<file path="config.mk">
export PLATFORM = sky130hd
export DESIGN_NAME = mod_diff_decoder_flat
export DESIGN_NICKNAME = d
export VERILOG_FILES = /design/src/rtl/mod_diff_decoder_if.sv /design/src/rtl/mod_diff_decoder.sv /design/src/flat_wrapper.sv
export SDC_FILE = /design/constraint.sdc
export NUM_CORES = 1
export LEC_CHECK = 0
export CAP_MARGIN = 20
export CORE_MARGIN = 1
export CORE_UTILIZATION = 40
export CTS_BUF_LIST = sky130_fd_sc_hd__clkbuf_8 sky130_fd_sc_hd__clkbuf_16
export CTS_CLUSTER_SIZE = 8
export DETAILED_ROUTE_END_ITERATION = 10
export PLACE_DENSITY = 0.64
export SETUP_SLACK_MARGIN = 0.4
export SYNTH_ARGS = -nofsm -noshare
export SYNTH_HDL_FRONTEND = slang
export SYNTH_SLANG_ARGS = --single-unit
</file>
<file path="constraint.sdc">
create_clock -name clk -period 3.9 [get_ports clk]
set_clock_uncertainty 0.05 [all_clocks]
set_input_delay 0.78 -clock clk [delete_from_list [all_inputs] [get_ports clk]]
set_output_delay 0.78 -clock clk [all_outputs]
set_load 0.01 [all_outputs]
</file>
<file path="src/rtl/mod_diff_decoder_if.sv">
// Valid/ready stream bundle for the modular difference decoder.
// The input side carries x[n]; the output side carries d[n].
interface mod_diff_decoder_if #(
  parameter int W = 7
);
  logic         s_valid;
  logic         s_ready;
  logic [W-1:0] s_data;
  logic         s_first;
  logic         m_valid;
  logic         m_ready;
  logic [W-1:0] m_data;
  logic         m_first;

  modport slave (
    input  s_valid, s_data, s_first, m_ready,
    output s_ready, m_valid, m_data, m_first
  );

  modport master (
    output s_valid, s_data, s_first, m_ready,
    input  s_ready, m_valid, m_data, m_first
  );
endinterface

</file>
<file path="src/rtl/mod_diff_decoder.sv">
// Streaming modular difference decoder: d[n] = (x[n] - x[n-1]) mod M.
// Results are queued in a 2-entry output FIFO that feeds m_data and m_first.
module mod_diff_decoder #(
  parameter int M = 100,
  parameter int W = $clog2(M)
) (
  input  logic                 clk,
  input  logic                 rst,
  input  logic                 clr,
  mod_diff_decoder_if.slave    bus,
  output logic                 err_range,
  output logic [15:0]          smp_cnt
);

  localparam logic [W:0] MW = (W+1)'(M);

  function automatic logic [W-1:0] range_reduce(input logic [W-1:0] x);
    logic [W:0] xe;
    xe = {1'b0, x};
    if (xe >= MW) return W'(xe - MW);
    return x;
  endfunction

  function automatic logic [W-1:0] mod_diff(input logic [W-1:0] x, input logic [W-1:0] p);
    logic [W:0] xe;
    logic [W:0] pe;
    xe = {1'b0, x};
    pe = {1'b0, p};
    if (xe >= pe) return W'(xe - pe);
    return W'(xe + MW - pe);
  endfunction

  logic [W-1:0] r_prev;
  logic [15:0]  r_smp;
  logic         r_err;
  logic [1:0]   r_cnt;
  logic [W-1:0] r_head_d;
  logic         r_head_f;
  logic [W-1:0] r_tail_d;
  logic         r_tail_f;

  logic         w_s_ready;
  logic         w_push;
  logic         w_pop;
  logic         w_oor;
  logic [W-1:0] w_x;
  logic [W-1:0] w_ref;
  logic [W-1:0] w_diff;

  assign w_s_ready = (r_cnt < 2'd2) && !clr;
  assign w_push    = bus.s_valid && w_s_ready;
  assign w_pop     = (r_cnt != 2'd0) && bus.m_ready;
  assign w_oor     = ({1'b0, bus.s_data} >= MW);
  assign w_x       = range_reduce(bus.s_data);
  assign w_ref     = bus.s_first ? '0 : r_prev;
  assign w_diff    = mod_diff(w_x, w_ref);

  always_ff @(posedge clk or posedge rst) begin
    if (rst) begin
      r_prev   <= '0;
      r_smp    <= '0;
      r_err    <= 1'b0;
      r_cnt    <= 2'd0;
      r_head_d <= '0;
      r_head_f <= 1'b0;
      r_tail_d <= '0;
      r_tail_f <= 1'b0;
    end else if (clr) begin
      // A pop in this cycle is dropped along with the rest of the FIFO.
      r_prev <= '0;
      r_smp  <= '0;
      r_err  <= 1'b0;
      r_cnt  <= 2'd0;
    end else begin
      if (w_push) begin
        r_prev <= w_x;
        r_smp  <= r_smp + 16'd1;
        if (w_oor) r_err <= 1'b1;
      end
      case ({w_push, w_pop})
        2'b10: begin
          if (r_cnt == 2'd0) begin
            r_head_d <= w_diff;
            r_head_f <= bus.s_first;
          end else begin
            r_tail_d <= w_diff;
            r_tail_f <= bus.s_first;
          end
          r_cnt <= r_cnt + 2'd1;
        end
        2'b01: begin
          r_head_d <= r_tail_d;
          r_head_f <= r_tail_f;
          r_cnt    <= r_cnt - 2'd1;
        end
        // Push with pop only happens at count 1: the new entry becomes the head.
        2'b11: begin
          r_head_d <= w_diff;
          r_head_f <= bus.s_first;
        end
        default: ;
      endcase
    end
  end

  assign bus.s_ready = w_s_ready;
  assign bus.m_valid = (r_cnt != 2'd0);
  assign bus.m_data  = r_head_d;
  assign bus.m_first = r_head_f;
  assign err_range   = r_err;
  assign smp_cnt     = r_smp;

endmodule

</file>
<file path="src/flat_wrapper.sv">
// flat-port wrapper written by rule: the top's interface ports become plain ports
module mod_diff_decoder_flat 
#(
  parameter int M = 100,
  parameter int W = $clog2(M)
)
  (clk, rst, clr, err_range, smp_cnt, bus_s_valid, bus_s_data, bus_s_first, bus_m_ready, bus_s_ready, bus_m_valid, bus_m_data, bus_m_first);
  mod_diff_decoder_if #(.W(W)) bus_i ();
  input  logic clk;
  input  logic rst;
  input  logic clr;
  output logic err_range;
  output logic [15:0] smp_cnt;
  input wire logic [$bits(bus_i.s_valid)-1:0] bus_s_valid;
  input wire logic [$bits(bus_i.s_data)-1:0] bus_s_data;
  input wire logic [$bits(bus_i.s_first)-1:0] bus_s_first;
  input wire logic [$bits(bus_i.m_ready)-1:0] bus_m_ready;
  output wire logic [$bits(bus_i.s_ready)-1:0] bus_s_ready;
  output wire logic [$bits(bus_i.m_valid)-1:0] bus_m_valid;
  output wire logic [$bits(bus_i.m_data)-1:0] bus_m_data;
  output wire logic [$bits(bus_i.m_first)-1:0] bus_m_first;
  assign bus_i.s_valid = bus_s_valid;
  assign bus_i.s_data = bus_s_data;
  assign bus_i.s_first = bus_s_first;
  assign bus_i.m_ready = bus_m_ready;
  assign bus_s_ready = bus_i.s_ready;
  assign bus_m_valid = bus_i.m_valid;
  assign bus_m_data = bus_i.m_data;
  assign bus_m_first = bus_i.m_first;
  mod_diff_decoder #(.M(M), .W(W)) u_core (.clk(clk), .rst(rst), .clr(clr), .bus(bus_i), .err_range(err_range), .smp_cnt(smp_cnt));
endmodule
</file>
==> flow_summary.yaml, run 1 <==
die:
  core_mm2: 0.00676
  io_pins: 40
  fp.dieArea_mm2: 0.00733
  die_w_um: 85.6
  die_height_um: 85.6
  initial_core_util: 0.414
  rows: 30
worst_setup_path:
  crit_required_ps: 4080
  r2r_end: "u_core.r_tail_d[5]$_DFFE_PP0P_"
  critical_path_class: "input port to flop"
  worstPathArrival_ps: 3580
  r2r_setup_slack_ps: 1460
  crit_start: "bus_s_data[4]"
  endpoint: "u_core.bus.m_data[2]$_DFFE_PP0P_"
  start_kind: "input port"
  r2r-start: "u_core.r_prev[1]$_DFFE_PP0P_"
  endpoint_kind: "flop"
  r2r_cells: 11
  cp_max_fo: 7
final_layout:
  final_area_mm2: 0.00378
  synthToLayoutAreaGrowth_pct: 35.0
  fillers: 614
  num_antenna_cells: 0
  nets: 422
  drive_above_1_share: 0.209
sta:
  tns_ps: 0
  period_minus_slack_ps: 3400
  relSlewSlack: 0.634
  slew_viol_final: 0
  setup_viol_count_final: 0
  hold_viol_final: 0
  clock.fmax_mhz: 294
  rsz0062_at_grt: "false"
  min_period_over_period: 0.872
  tightest_slew_ps: 549
synth:
  synth_area_mm2: 0.00280
  synth_edf_count: 0
  syn_inst: 319
  synth.area.mux_share: 0.0483
  synthArstFlopShare: 1.00
  yosysTopAreaCellShare: 0.376
  synth_compound_area_frac: 0.138
  syn_avg_cell_area_um2: 8.77
  yosysMostFrequentCell: "dfrtp_1"
  yosys_warnings: 0
  synthXorXnorAreaFrac: 0.0658
  synth_top_family_by_area: "simple AND/OR/NAND/NOR gates"
  yosys.area_share.simple: 0.213
  yosys-top-cells-count: "dfrtp_1, nand2_1, nor2_1, inv_1"
  synthTopCellsByArea: "dfrtp_1, ha_1, nand2_1"
  yosys.area_share.adder: 0.105
  synthFlopType: "dfrtp_1"
  ys_seq_area_frac: 0.376
  synth_fp_nets: 353
  synth_top_cell_by_area: "dfrtp_1"
  ys_ff_latch: 42
  synth_cell_types: 47
global_route:
  grt.overflow.total: 0
  grt_antenna_before_repair: 0
  grt_use_total: 0.187
  grt_pass1_wl_um: 10800
  grt_pass1_vias: 2287
  grt_max_degree: 43
clocking:
  htree_levels: 2
  cts_sinks: 42
  cts_hold_buf: 0
  cts_buffers: 5
  clk_latency_ps: 300
  clockBufferDepth: 2
  root_buffer: "clkbuf_8"
  clk_pin_slew_ps: 80
  cts_tree: "yes"
run_status:
  run_status: "finished, final reports clean"
power:
  report.power.total_uw: 1380
  ir_drop_uv: 147
  p_per_area_mw_per_mm2: 365
  leakage_uw: 0.00173
routing:
  routed_wl_um: 6610
  wl_per_cell_um: 14.1
  vias: 2410
  routed_via_density: 5.15
  drc: 0
  drt-pass1-iter-count: 4
  ant_nets: 0
  drt_iter0_drc: 77
place:
  dp_hpwl_um: 4680
  gp_congestion: 0.880
  dpl_cell_area_mm2: 0.00343
  io_buffers: 39
hold_path:
  hold_path_class: "flop to flop"
flow_run:
  cap_violations: 0
==> per-layer routing <==
metal / GRT usage / vias up / wire length [um]
met1: 0.255 / 1138 / 3130
met4: 0.0500 / 0 / 80
li1: - / 1219 / -
met5: 0 / - / 0
met3: 0.0289 / 9 / 210
met2: 0.311 / 44 / 3190
==> power breakdown <==
part	leakage, uW	switching, uW	internal (uW)
sequential	0.000556	35.9	501
clock	0.0000573	153	205
combinational	0.00112	230	253
==> through the flow <==
stage / hold WS, ps / instances / worst slack, ps / util
2_1_floorplan: 399 / 319 / 428 / -
3_3_place_gp: 413 / 453 / -119 / 0.508
3_5_place_dp: 417 / 453 / -203 / 0.508
4_1_cts: 428 / 464 / 400 / 0.533
5_1_grt: 454 / 468 / 377 / 0.559
6_report: 421 / 468 / 499 / 0.559
==> kinds of logic after synthesis <==
| group | Yosys count |
|---|---|
| adder cells (fa/ha/maj) | 21 |
| XOR/XNOR | 21 |
| flip-flops | 42 |
| multiplexers | 13 |
| AO/OA/AOI/OAI | 64 |
| buffers and inverters | 36 |
| AND/OR/NAND/NOR | 122 |
==> layout make-up <==
cell class | count | area [um2] | area share
inverter | 25 | 93.8 | 0.0249
clock inverter | 1 | 30.0 | 0.00795
sequential | 42 | 1050 | 0.278
multi-input combinational | 241 | 1770 | 0.470
clock buffer | 6 | 82.6 | 0.0219
tap | 80 | 100 | 0.0265
timing repair buffer | 73 | 646 | 0.171
==> sequential cells by signal (all words and copies together) (netlist names) <==
register	count
u_core.r_tail_f	1
u_core.bus.m_data	7
u_core.bus.m_first	1
u_core.err_range	1
u_core.r_prev	7
u_core.smp_cnt	16
u_core.r_tail_d	7
u_core.r_cnt	2
==> timing repair <==
action | CTS | global route
setup endpoints to repair | 10 | 10
gates cloned | 0 | 0
setup buffers | 4 | 4
resized for setup | 11 | 39
hold endpoints to repair | 0 | 0
pin swaps | 11 | 13
==> worst min-delay path by stage <==
stage                                           startpoint                                to  slack, ps  cells past startpoint
after floorplan             u_core.r_tail_d[0]$_DFFE_PP0P_    u_core.r_tail_d[0]$_DFFE_PP0P_        400                      2
after global placement      u_core.r_tail_d[0]$_DFFE_PP0P_    u_core.r_tail_d[0]$_DFFE_PP0P_        410                      2
after detailed placement    u_core.smp_cnt[15]$_DFFE_PP0P_    u_core.smp_cnt[15]$_DFFE_PP0P_        420                      1
after CTS                   u_core.smp_cnt[15]$_DFFE_PP0P_    u_core.smp_cnt[15]$_DFFE_PP0P_        430                      1
after global routing      u_core.bus.m_data[3]$_DFFE_PP0P_  u_core.bus.m_data[3]$_DFFE_PP0P_        450                      2
final                       u_core.smp_cnt[15]$_DFFE_PP0P_    u_core.smp_cnt[15]$_DFFE_PP0P_        420                      1
==> placed cells by master, fill, tap and decap left out, types with 3 or more instances in the layout <==
cell	netlist	final
nand4_1	5	5
nor3_1	5	4
xor2_1	9	9
a211oi_1	3	3
clkbuf_8	0	6
a21o_1	3	3
mux2_2	4	4
dfrtp_1	42	42
buf_4	0	32
ha_4	0	3
xnor2_1	12	11
a21oi_1	19	15
nand2_1	39	38
and3_1	4	4
nand3_1	8	8
nand2b_1	11	11
clkdlybuf4s50_1	0	33
inv_1	25	23
mux2i_1	9	8
a21oi_2	1	4
fa_2	0	3
nand3b_1	5	5
nor2_1	32	31
o21ai_1	4	5
o21ai_0	19	17
ha_1	17	12
==> worst max-delay path, stage by stage <==
cell and delay, ps:
dlygate4sd2_1 240, or3_4 390, o211ai_4 220, buf_6 150, xnor2_4 70, buf_6 130, fa_2 380, nand3b_1 240
a21o_4 280, and2_4 180, a21oi_1 270, mux2i_1 120, o21ai_1 120
No activity file was read; power rests on OpenSTA's default activity.
==> run 2: changes to the inputs <==
- CAP_MARGIN: 20 -> unset
==> results of run 2 <==
No change in the layout: final DEF, timing and power equal those of run 1.
